$ cat src/rtl/execute_stage_if.sv
// ID/EX operand and control bundle into the execute stage, EX/MEM register fields and stall out of it.
// master = upstream pipeline side, slave = execute_stage.
interface execute_stage_if #(
    parameter int P_DATA_WIDTH = 32,
    parameter int P_PC_WIDTH   = 11
) ();
    logic                    i_regwrite_e;
    logic                    i_memwrite_e;
    logic [1:0]              i_resultsrc_e;
    logic                    i_alusrc_e;
    logic [3:0]              i_alu_ctrl_e;
    logic                    i_muldiv_e;
    logic [2:0]              i_f3_e;
    logic [P_DATA_WIDTH-1:0] i_rs1_data_e;
    logic [P_DATA_WIDTH-1:0] i_rs2_data_e;
    logic [P_DATA_WIDTH-1:0] i_imm_e;
    logic [4:0]              i_rd_addr_e;
    logic [P_PC_WIDTH-1:0]   i_pc4_e;
    logic                    i_flush_e;
    logic                    o_stall_e;
    logic                    o_regwrite_m;
    logic                    o_memwrite_m;
    logic [1:0]              o_resultsrc_m;
    logic [P_DATA_WIDTH-1:0] o_alu_result_m;
    logic [P_DATA_WIDTH-1:0] o_write_data_m;
    logic [4:0]              o_rd_addr_m;
    logic [P_PC_WIDTH-1:0]   o_pc4_m;
    logic [2:0]              o_f3_m;

    modport master (
        output i_regwrite_e, i_memwrite_e, i_resultsrc_e, i_alusrc_e, i_alu_ctrl_e,
               i_muldiv_e, i_f3_e, i_rs1_data_e, i_rs2_data_e, i_imm_e, i_rd_addr_e,
               i_pc4_e, i_flush_e,
        input  o_stall_e, o_regwrite_m, o_memwrite_m, o_resultsrc_m, o_alu_result_m,
               o_write_data_m, o_rd_addr_m, o_pc4_m, o_f3_m
    );

    modport slave (
        input  i_regwrite_e, i_memwrite_e, i_resultsrc_e, i_alusrc_e, i_alu_ctrl_e,
               i_muldiv_e, i_f3_e, i_rs1_data_e, i_rs2_data_e, i_imm_e, i_rd_addr_e,
               i_pc4_e, i_flush_e,
        output o_stall_e, o_regwrite_m, o_memwrite_m, o_resultsrc_m, o_alu_result_m,
               o_write_data_m, o_rd_addr_m, o_pc4_m, o_f3_m
    );
endinterface

$ cat src/rtl/execute_stage.sv
// Execute stage: ALU, single-cycle RV32M multiply and EX/MEM register.
// Define RV32M_DIV_EN to build the iterative restoring divider; without it divide/remainder return 0.
module execute_stage #(
    parameter int P_DATA_WIDTH = 32,
    parameter int P_PC_WIDTH   = 11
) (
    input  logic           i_clk,
    input  logic           i_rst,
    execute_stage_if.slave ex
);
    localparam int W = P_DATA_WIDTH;

    typedef struct packed {
        logic                  regwrite;
        logic                  memwrite;
        logic [1:0]            resultsrc;
        logic [W-1:0]          alu_result;
        logic [W-1:0]          write_data;
        logic [4:0]            rd_addr;
        logic [P_PC_WIDTH-1:0] pc4;
        logic [2:0]            f3;
    } exmem_t;

    localparam exmem_t C_BUBBLE = {$bits(exmem_t){1'b0}};

    logic [W-1:0]   b_s;
    logic [W-1:0]   alu_s;
    logic [W-1:0]   mul_s;
    logic [W-1:0]   ex_res_s;
    logic [2*W-1:0] mul_a_s;
    logic [2*W-1:0] mul_b_s;
    logic [2*W-1:0] prod_s;
    logic           mul_a_signed_s;
    logic           mul_b_signed_s;
    exmem_t         live_s;
    exmem_t         div_pl_s;
    exmem_t         exmem_r;
    logic           stall_s;
    logic           bubble_sel_s;
    logic           done_sel_s;

    assign b_s = ex.i_alusrc_e ? ex.i_imm_e : ex.i_rs2_data_e;

    // ALU operation decode
    always_comb begin
        alu_s = {W{1'b0}};
        case (ex.i_alu_ctrl_e)
            4'd0:    alu_s = ex.i_rs1_data_e + b_s;
            4'd1:    alu_s = ex.i_rs1_data_e - b_s;
            4'd2:    alu_s = ex.i_rs1_data_e & b_s;
            4'd3:    alu_s = ex.i_rs1_data_e | b_s;
            4'd4:    alu_s = ex.i_rs1_data_e ^ b_s;
            4'd5:    alu_s = ex.i_rs1_data_e << b_s[4:0];
            4'd6:    alu_s = ex.i_rs1_data_e >> b_s[4:0];
            4'd7:    alu_s = $signed(ex.i_rs1_data_e) >>> b_s[4:0];
            4'd8:    alu_s = {{(W-1){1'b0}}, ($signed(ex.i_rs1_data_e) < $signed(b_s))};
            4'd9:    alu_s = {{(W-1){1'b0}}, (ex.i_rs1_data_e < b_s)};
            default: alu_s = {W{1'b0}};
        endcase
    end

    // One shared 2W-bit multiplier; operand extension picks signed/mixed/unsigned, and the low half is sign-agnostic
    assign mul_a_signed_s = (ex.i_f3_e[1:0] != 2'b11);
    assign mul_b_signed_s = (ex.i_f3_e[1:0] == 2'b01);
    assign mul_a_s = {{W{mul_a_signed_s & ex.i_rs1_data_e[W-1]}}, ex.i_rs1_data_e};
    assign mul_b_s = {{W{mul_b_signed_s & ex.i_rs2_data_e[W-1]}}, ex.i_rs2_data_e};
    assign prod_s  = mul_a_s * mul_b_s;

    // M-extension result select; divide codes read 0 here and the divider supplies its own result
    always_comb begin
        mul_s = {W{1'b0}};
        if (ex.i_f3_e[2]) begin
            mul_s = {W{1'b0}};
        end else if (ex.i_f3_e[1:0] == 2'b00) begin
            mul_s = prod_s[W-1:0];
        end else begin
            mul_s = prod_s[2*W-1:W];
        end
    end

    assign ex_res_s = ex.i_muldiv_e ? mul_s : alu_s;

    // Payload for the instruction currently in EX
    always_comb begin
        live_s            = C_BUBBLE;
        live_s.regwrite   = ex.i_regwrite_e;
        live_s.memwrite   = ex.i_memwrite_e;
        live_s.resultsrc  = ex.i_resultsrc_e;
        live_s.alu_result = ex_res_s;
        live_s.write_data = ex.i_rs2_data_e;
        live_s.rd_addr    = ex.i_rd_addr_e;
        live_s.pc4        = ex.i_pc4_e;
        live_s.f3         = ex.i_f3_e;
    end

`ifdef RV32M_DIV_EN
    typedef enum logic [1:0] {S_IDLE = 2'd0, S_BUSY = 2'd1, S_DONE = 2'd2} div_state_e;

    div_state_e   state_r;
    div_state_e   state_nxt_s;
    logic [5:0]   count_r;
    logic [W-1:0] quo_r;
    logic [W-1:0] rem_r;
    logic [W-1:0] dvs_r;
    logic         neg_q_r;
    logic         neg_r_r;
    exmem_t       hold_r;
    logic         is_div_s;
    logic         signed_s;
    logic         a_neg_s;
    logic         b_neg_s;
    logic [W-1:0] a_mag_s;
    logic [W-1:0] b_mag_s;
    logic         div_zero_s;
    logic         div_ovf_s;
    logic         issue_s;
    logic [W:0]   trial_s;
    logic [W:0]   diff_s;
    logic [W-1:0] q_fix_s;
    logic [W-1:0] r_fix_s;

    assign is_div_s   = ex.i_muldiv_e & ex.i_f3_e[2];
    assign signed_s   = ~ex.i_f3_e[0];
    assign a_neg_s    = signed_s & ex.i_rs1_data_e[W-1];
    assign b_neg_s    = signed_s & ex.i_rs2_data_e[W-1];
    assign a_mag_s    = a_neg_s ? -ex.i_rs1_data_e : ex.i_rs1_data_e;
    assign b_mag_s    = b_neg_s ? -ex.i_rs2_data_e : ex.i_rs2_data_e;
    assign div_zero_s = (ex.i_rs2_data_e == {W{1'b0}});
    assign div_ovf_s  = signed_s & (ex.i_rs1_data_e == {1'b1, {(W-1){1'b0}}})
                                 & (ex.i_rs2_data_e == {W{1'b1}});
    assign issue_s    = (state_r == S_IDLE) & is_div_s & ~ex.i_flush_e & ~i_rst;
    assign trial_s    = {rem_r, quo_r[W-1]};
    assign diff_s     = trial_s - {1'b0, dvs_r};
    assign q_fix_s    = neg_q_r ? -quo_r : quo_r;
    assign r_fix_s    = neg_r_r ? -rem_r : rem_r;

    // Divider state register
    always_ff @(posedge i_clk) begin
        if (i_rst) begin
            state_r <= S_IDLE;
        end else begin
            state_r <= state_nxt_s;
        end
    end

    // Divider next state and pipeline control; reset and flush override any divide in flight
    always_comb begin
        state_nxt_s  = state_r;
        stall_s      = 1'b0;
        bubble_sel_s = 1'b0;
        done_sel_s   = 1'b0;
        if (i_rst || ex.i_flush_e) begin
            state_nxt_s = S_IDLE;
        end else begin
            case (state_r)
                S_IDLE: begin
                    if (is_div_s) begin
                        stall_s      = 1'b1;
                        bubble_sel_s = 1'b1;
                        state_nxt_s  = (div_zero_s || div_ovf_s) ? S_DONE : S_BUSY;
                    end else begin
                        state_nxt_s  = S_IDLE;
                    end
                end
                S_BUSY: begin
                    stall_s      = 1'b1;
                    bubble_sel_s = 1'b1;
                    if (count_r == 6'd31) begin
                        state_nxt_s = S_DONE;
                    end else begin
                        state_nxt_s = S_BUSY;
                    end
                end
                S_DONE: begin
                    done_sel_s  = 1'b1;
                    state_nxt_s = S_IDLE;
                end
                default: state_nxt_s = S_IDLE;
            endcase
        end
    end

    // Divider datapath: capture magnitudes at issue, then one restoring step per BUSY cycle
    always_ff @(posedge i_clk) begin
        if (i_rst) begin
            count_r <= 6'd0;
            quo_r   <= {W{1'b0}};
            rem_r   <= {W{1'b0}};
            dvs_r   <= {W{1'b0}};
            neg_q_r <= 1'b0;
            neg_r_r <= 1'b0;
            hold_r  <= C_BUBBLE;
        end else if (issue_s) begin
            count_r <= 6'd0;
            dvs_r   <= b_mag_s;
            hold_r  <= live_s;
            if (div_zero_s) begin
                quo_r   <= {W{1'b1}};
                rem_r   <= ex.i_rs1_data_e;
                neg_q_r <= 1'b0;
                neg_r_r <= 1'b0;
            end else if (div_ovf_s) begin
                quo_r   <= {1'b1, {(W-1){1'b0}}};
                rem_r   <= {W{1'b0}};
                neg_q_r <= 1'b0;
                neg_r_r <= 1'b0;
            end else begin
                quo_r   <= a_mag_s;
                rem_r   <= {W{1'b0}};
                neg_q_r <= a_neg_s ^ b_neg_s;
                neg_r_r <= a_neg_s;
            end
        end else if (state_r == S_BUSY) begin
            count_r <= count_r + 6'd1;
            quo_r   <= {quo_r[W-2:0], ~diff_s[W]};
            rem_r   <= diff_s[W] ? trial_s[W-1:0] : diff_s[W-1:0];
        end
    end

    // Finished divide: held controls with the sign-corrected quotient or remainder
    always_comb begin
        div_pl_s = hold_r;
        if (hold_r.f3[1]) begin
            div_pl_s.alu_result = r_fix_s;
        end else begin
            div_pl_s.alu_result = q_fix_s;
        end
    end
`else
    assign stall_s      = 1'b0;
    assign bubble_sel_s = 1'b0;
    assign done_sel_s   = 1'b0;
    assign div_pl_s     = C_BUBBLE;
`endif

    // EX/MEM pipeline register
    always_ff @(posedge i_clk) begin
        if (i_rst) begin
            exmem_r <= C_BUBBLE;
        end else if (ex.i_flush_e) begin
            exmem_r <= C_BUBBLE;
        end else if (done_sel_s) begin
            exmem_r <= div_pl_s;
        end else if (bubble_sel_s) begin
            exmem_r <= C_BUBBLE;
        end else begin
            exmem_r <= live_s;
        end
    end

    assign ex.o_stall_e      = stall_s;
    assign ex.o_regwrite_m   = exmem_r.regwrite;
    assign ex.o_memwrite_m   = exmem_r.memwrite;
    assign ex.o_resultsrc_m  = exmem_r.resultsrc;
    assign ex.o_alu_result_m = exmem_r.alu_result;
    assign ex.o_write_data_m = exmem_r.write_data;
    assign ex.o_rd_addr_m    = exmem_r.rd_addr;
    assign ex.o_pc4_m        = exmem_r.pc4;
    assign ex.o_f3_m         = exmem_r.f3;
endmodule

$ cat src/flat_wrapper.sv
// flat-port wrapper written by rule: the top's interface ports become plain ports
module execute_stage_flat 
#(
    parameter int P_DATA_WIDTH = 32,
    parameter int P_PC_WIDTH   = 11
)
  (i_clk, i_rst, ex_i_regwrite_e, ex_i_memwrite_e, ex_i_resultsrc_e, ex_i_alusrc_e, ex_i_alu_ctrl_e, ex_i_muldiv_e, ex_i_f3_e, ex_i_rs1_data_e, ex_i_rs2_data_e, ex_i_imm_e, ex_i_rd_addr_e, ex_i_pc4_e, ex_i_flush_e, ex_o_stall_e, ex_o_regwrite_m, ex_o_memwrite_m, ex_o_resultsrc_m, ex_o_alu_result_m, ex_o_write_data_m, ex_o_rd_addr_m, ex_o_pc4_m, ex_o_f3_m);
  execute_stage_if #(.P_DATA_WIDTH(P_DATA_WIDTH), .P_PC_WIDTH(P_PC_WIDTH)) ex_i ();
  input  logic i_clk;
  input  logic i_rst;
  input wire logic [$bits(ex_i.i_regwrite_e)-1:0] ex_i_regwrite_e;
  input wire logic [$bits(ex_i.i_memwrite_e)-1:0] ex_i_memwrite_e;
  input wire logic [$bits(ex_i.i_resultsrc_e)-1:0] ex_i_resultsrc_e;
  input wire logic [$bits(ex_i.i_alusrc_e)-1:0] ex_i_alusrc_e;
  input wire logic [$bits(ex_i.i_alu_ctrl_e)-1:0] ex_i_alu_ctrl_e;
  input wire logic [$bits(ex_i.i_muldiv_e)-1:0] ex_i_muldiv_e;
  input wire logic [$bits(ex_i.i_f3_e)-1:0] ex_i_f3_e;
  input wire logic [$bits(ex_i.i_rs1_data_e)-1:0] ex_i_rs1_data_e;
  input wire logic [$bits(ex_i.i_rs2_data_e)-1:0] ex_i_rs2_data_e;
  input wire logic [$bits(ex_i.i_imm_e)-1:0] ex_i_imm_e;
  input wire logic [$bits(ex_i.i_rd_addr_e)-1:0] ex_i_rd_addr_e;
  input wire logic [$bits(ex_i.i_pc4_e)-1:0] ex_i_pc4_e;
  input wire logic [$bits(ex_i.i_flush_e)-1:0] ex_i_flush_e;
  output wire logic [$bits(ex_i.o_stall_e)-1:0] ex_o_stall_e;
  output wire logic [$bits(ex_i.o_regwrite_m)-1:0] ex_o_regwrite_m;
  output wire logic [$bits(ex_i.o_memwrite_m)-1:0] ex_o_memwrite_m;
  output wire logic [$bits(ex_i.o_resultsrc_m)-1:0] ex_o_resultsrc_m;
  output wire logic [$bits(ex_i.o_alu_result_m)-1:0] ex_o_alu_result_m;
  output wire logic [$bits(ex_i.o_write_data_m)-1:0] ex_o_write_data_m;
  output wire logic [$bits(ex_i.o_rd_addr_m)-1:0] ex_o_rd_addr_m;
  output wire logic [$bits(ex_i.o_pc4_m)-1:0] ex_o_pc4_m;
  output wire logic [$bits(ex_i.o_f3_m)-1:0] ex_o_f3_m;
  assign ex_i.i_regwrite_e = ex_i_regwrite_e;
  assign ex_i.i_memwrite_e = ex_i_memwrite_e;
  assign ex_i.i_resultsrc_e = ex_i_resultsrc_e;
  assign ex_i.i_alusrc_e = ex_i_alusrc_e;
  assign ex_i.i_alu_ctrl_e = ex_i_alu_ctrl_e;
  assign ex_i.i_muldiv_e = ex_i_muldiv_e;
  assign ex_i.i_f3_e = ex_i_f3_e;
  assign ex_i.i_rs1_data_e = ex_i_rs1_data_e;
  assign ex_i.i_rs2_data_e = ex_i_rs2_data_e;
  assign ex_i.i_imm_e = ex_i_imm_e;
  assign ex_i.i_rd_addr_e = ex_i_rd_addr_e;
  assign ex_i.i_pc4_e = ex_i_pc4_e;
  assign ex_i.i_flush_e = ex_i_flush_e;
  assign ex_o_stall_e = ex_i.o_stall_e;
  assign ex_o_regwrite_m = ex_i.o_regwrite_m;
  assign ex_o_memwrite_m = ex_i.o_memwrite_m;
  assign ex_o_resultsrc_m = ex_i.o_resultsrc_m;
  assign ex_o_alu_result_m = ex_i.o_alu_result_m;
  assign ex_o_write_data_m = ex_i.o_write_data_m;
  assign ex_o_rd_addr_m = ex_i.o_rd_addr_m;
  assign ex_o_pc4_m = ex_i.o_pc4_m;
  assign ex_o_f3_m = ex_i.o_f3_m;
  execute_stage #(.P_DATA_WIDTH(P_DATA_WIDTH), .P_PC_WIDTH(P_PC_WIDTH)) u_core (.i_clk(i_clk), .i_rst(i_rst), .ex(ex_i));
endmodule
$ cat config.mk
export PLATFORM = sky130hd
export DESIGN_NAME = execute_stage_flat
export DESIGN_NICKNAME = d
export VERILOG_FILES = /design/src/rtl/execute_stage_if.sv /design/src/rtl/execute_stage.sv /design/src/flat_wrapper.sv
export SDC_FILE = /design/constraint.sdc
export NUM_CORES = 2
export LEC_CHECK = 0
export CAP_MARGIN = 20
export CORE_MARGIN = 2
export CORE_UTILIZATION = 40
export DETAILED_ROUTE_END_ITERATION = 8
export GPL_TIMING_DRIVEN = 0
export PLACE_DENSITY = 0.58
export SLEW_MARGIN = 20
export SYNTH_ARGS = -nofsm -noshare
export SYNTH_HDL_FRONTEND = slang
export SYNTH_SLANG_ARGS = --single-unit
$ cat constraint.sdc
create_clock -name i_clk -period 10.87 [get_ports i_clk]
set_clock_uncertainty 0.2 [all_clocks]
set_input_delay 1.6305 -clock i_clk [delete_from_list [all_inputs] [get_ports i_clk]]
set_output_delay 1.6305 -clock i_clk [all_outputs]
set_load 0.01 [all_outputs]
==> flow_summary.ini <==
[run_status]
outcome = complete, but fails checks
violations = max-capacitance violations, max-slew violations, negative setup slack

[final_layout]
areaGrowthSynthToFinish_pct = 10.5
seq_area_sq_um = 1740
nets = 7724
multi_input_area_sq_um = 41700
fin_area_sq_um = 54700
final_cells = 7826
fillers = 12600
fin_util_pct = 44.4
drive_above_1_share_pct = 5.24

[yosys]
yosysSeqAreaShare_pct = 3.52
async_flop_share_pct = 0
synth_ff_type = dfxtp_1
syn_area_sq_um = 49500
yosys.cell_types.count = 86
synth-edff-count = 0
synth_mux_area_share_pct = 2.67
yosysMostFrequentCell = inv_1
synth_nets = 7509
netlist.area_leader.share_pct = 45.5
yosys_warnings = 0
yosys.area_share.simple_pct = 16.0
synth_compound_area_share_pct = 10.2
netlist_top_cells_area = fa_1 (46%), inv_1 (9.7%), ha_1 (7.8%)
yosysTopAreaCell = fa_1
syn-instance-count = 5945
synth_top_family_by_area = adder cells
synth_seq_cells = 87
synth_common_cells = inv_1 (1280), fa_1 (1127), nand2_1 (999), and2_1 (338), clkbuf_1 (337)
synthAdderAreaFrac_pct = 53.4
synthXorXnorAreaFrac_pct = 1.36
avgSynthCellArea_sq_um = 8.33

[worst_hold_path]
hold_start = ex_i_rs2_data_e[8]
hold_class = input port to flip-flop
hold_depth = 2
holdPathEnd = u_core.ex.o_write_data_m[8]

[detailed_routing]
vias = 45300
drt_iter0_drc = 5284
wire_per_inst_um = 30.5
drt-pass1-iter-count = 6
ant_nets = 0
drc = 0
routed_via_density = 5.79
routed_wirelength_um = 239000

[place]
gp_congestion = 1.12
dp_cells = 7776
dpl_cell_area_sq_um = 53600
hpwl_um = 201000
portBuffers = 187

[critical_path]
cp-start-kind = input port
path_class = input port to flip-flop
crit_buf_inv = 6
end_kind = flip-flop
arrival_ns = 11.03
crit_slowest_cell = dlygate4sd2_1
path_delay_family = adder cells
crit_top_cell = fa_1
slowest_delay_ns = 0.78
critPathMaxFanout = 9
cp.required_ns = 10.97
crit_path_start = ex_i_f3_e[0]

[job]
drv_cap = 1

[sta]
finalHoldViolCount = 0
period_minus_slack_ns = 10.93
min_period_over_period_pct = 101
slew_headroom_pct = -1.03
worst_slew_pin_slew_ns = 1.50
timing.fmax_ghz = 0.0915
fin_ws_ns = -0.0625
setup_viol = 1
slew_viol_final = 1
tns_ns = -0.0625
rsz0062_at_grt = yes

[die]
die_area_sq_um = 127000
coreArea_sq_um = 123000
die_w_um = 356
fp.dieH_um = 356
num_rows = 129
pin_count = 216
start_util_pct = 40.2

[clocking]
cts-htree-levels = 3
clockRootBuffer = clkbuf_16
clockBufferDepth = 2
cts_num_sinks = 87
tritoncts = built
path_clk_slew_ns = 0.08
numCtsBuffers = 9

[global_routing]
track_usage_pct = 37.8
overflow = 0
grt_pass1_wl_um = 336000
grt_max_degree = 25
grt_pass1_vias = 45700
antenna_found_initial = 25
==> kinds of logic after synthesis <==
| group | after synthesis |
|---|---|
| other | 1 |
| AND/OR/NAND/NOR | 1758 |
| adder cells (fa/ha/maj) | 1436 |
| buffers and inverters | 1676 |
| flip-flops | 87 |
| XOR/XNOR | 77 |
| AO/OA/AOI/OAI | 784 |
| multiplexers | 126 |
==> final cells by class <==
class	count	area share, %
inverter	1284	8.84
clock buffer	9	0.411
sequential	87	3.18
buffer	388	3.59
tap	1637	3.74
antenna	24	0.110
clock inverter	7	0.133
multi-input combinational	4182	76.1
timing repair buffer	208	3.89
==> worst max-delay path by stage <==
stage	to	slack, ns	depth (start not counted)
floorplan	u_core.ex.o_alu_result_m[29]	0.91	32
detailed placement	u_core.ex.o_alu_result_m[25]	-2.61	33
finish	u_core.ex.o_alu_result_m[23]	-0.06	26
global route	u_core.ex.o_alu_result_m[23]	-0.02	25
global placement	u_core.ex.o_alu_result_m[25]	-2.64	33
CTS	u_core.ex.o_alu_result_m[25]	-0.07	30
==> placed cells by master, fill, tap and decap left out, types with 39 or more instances in the layout <==
| master | count |
|---|---|
| a211oi_1 | 55 |
| a21o_1 | 48 |
| a21oi_1 | 220 |
| and2_1 | 338 |
| and3_1 | 39 |
| buf_2 | 42 |
| clkbuf_1 | 167 |
| clkbuf_2 | 104 |
| clkdlybuf4s50_1 | 172 |
| dfxtp_1 | 87 |
| fa_1 | 1120 |
| ha_1 | 306 |
| inv_1 | 1273 |
| mux2i_1 | 114 |
| nand2_1 | 998 |
| nand3_1 | 49 |
| nor2_1 | 195 |
| o21ai_0 | 147 |
| xnor2_1 | 47 |
==> state kept, by name, indices dropped and copies added, names as in the netlist <==
name,flops
u_core.ex.o_f3_m,3
u_core.ex.o_write_data_m,32
u_core.ex.o_rd_addr_m,5
u_core.ex.o_regwrite_m,1
u_core.ex.o_alu_result_m,32
u_core.ex.o_memwrite_m,1
u_core.ex.o_pc4_m,11
u_core.ex.o_resultsrc_m,2
==> repair_timing <==
| action | CTS | global route |
|---|---|---|
| gates resized for setup | 176 | 189 |
| hold buffers | 0 | 0 |
| setup buffers | 5 | 9 |
| setup endpoints to repair | 31 | 24 |
| pin swaps | 3 | 12 |
==> through the flow <==
stage,hold slack (ns),setup WS (ns)
finish,1.43,-0.0625
detailed placement,1.84,-2.61
global route,1.45,-0.0206
global placement,2.00,-2.64
floorplan,1.55,0.908
CTS,1.44,-0.0694
==> metal layers <==
metal / vias to the layer above / GRT usage [%] / part of all wire [%]
met5: - / 0 / 0.024
met2: 2876 / 55.4 / 42
met4: 10 / 23.2 / 7.4
li1: 18500 / - / -
met3: 682 / 11.1 / 12
met1: 23300 / 49.0 / 39
Power is not shown: default switching activity piles up to over one toggle a cycle in this logic, so the estimate is an artifact.
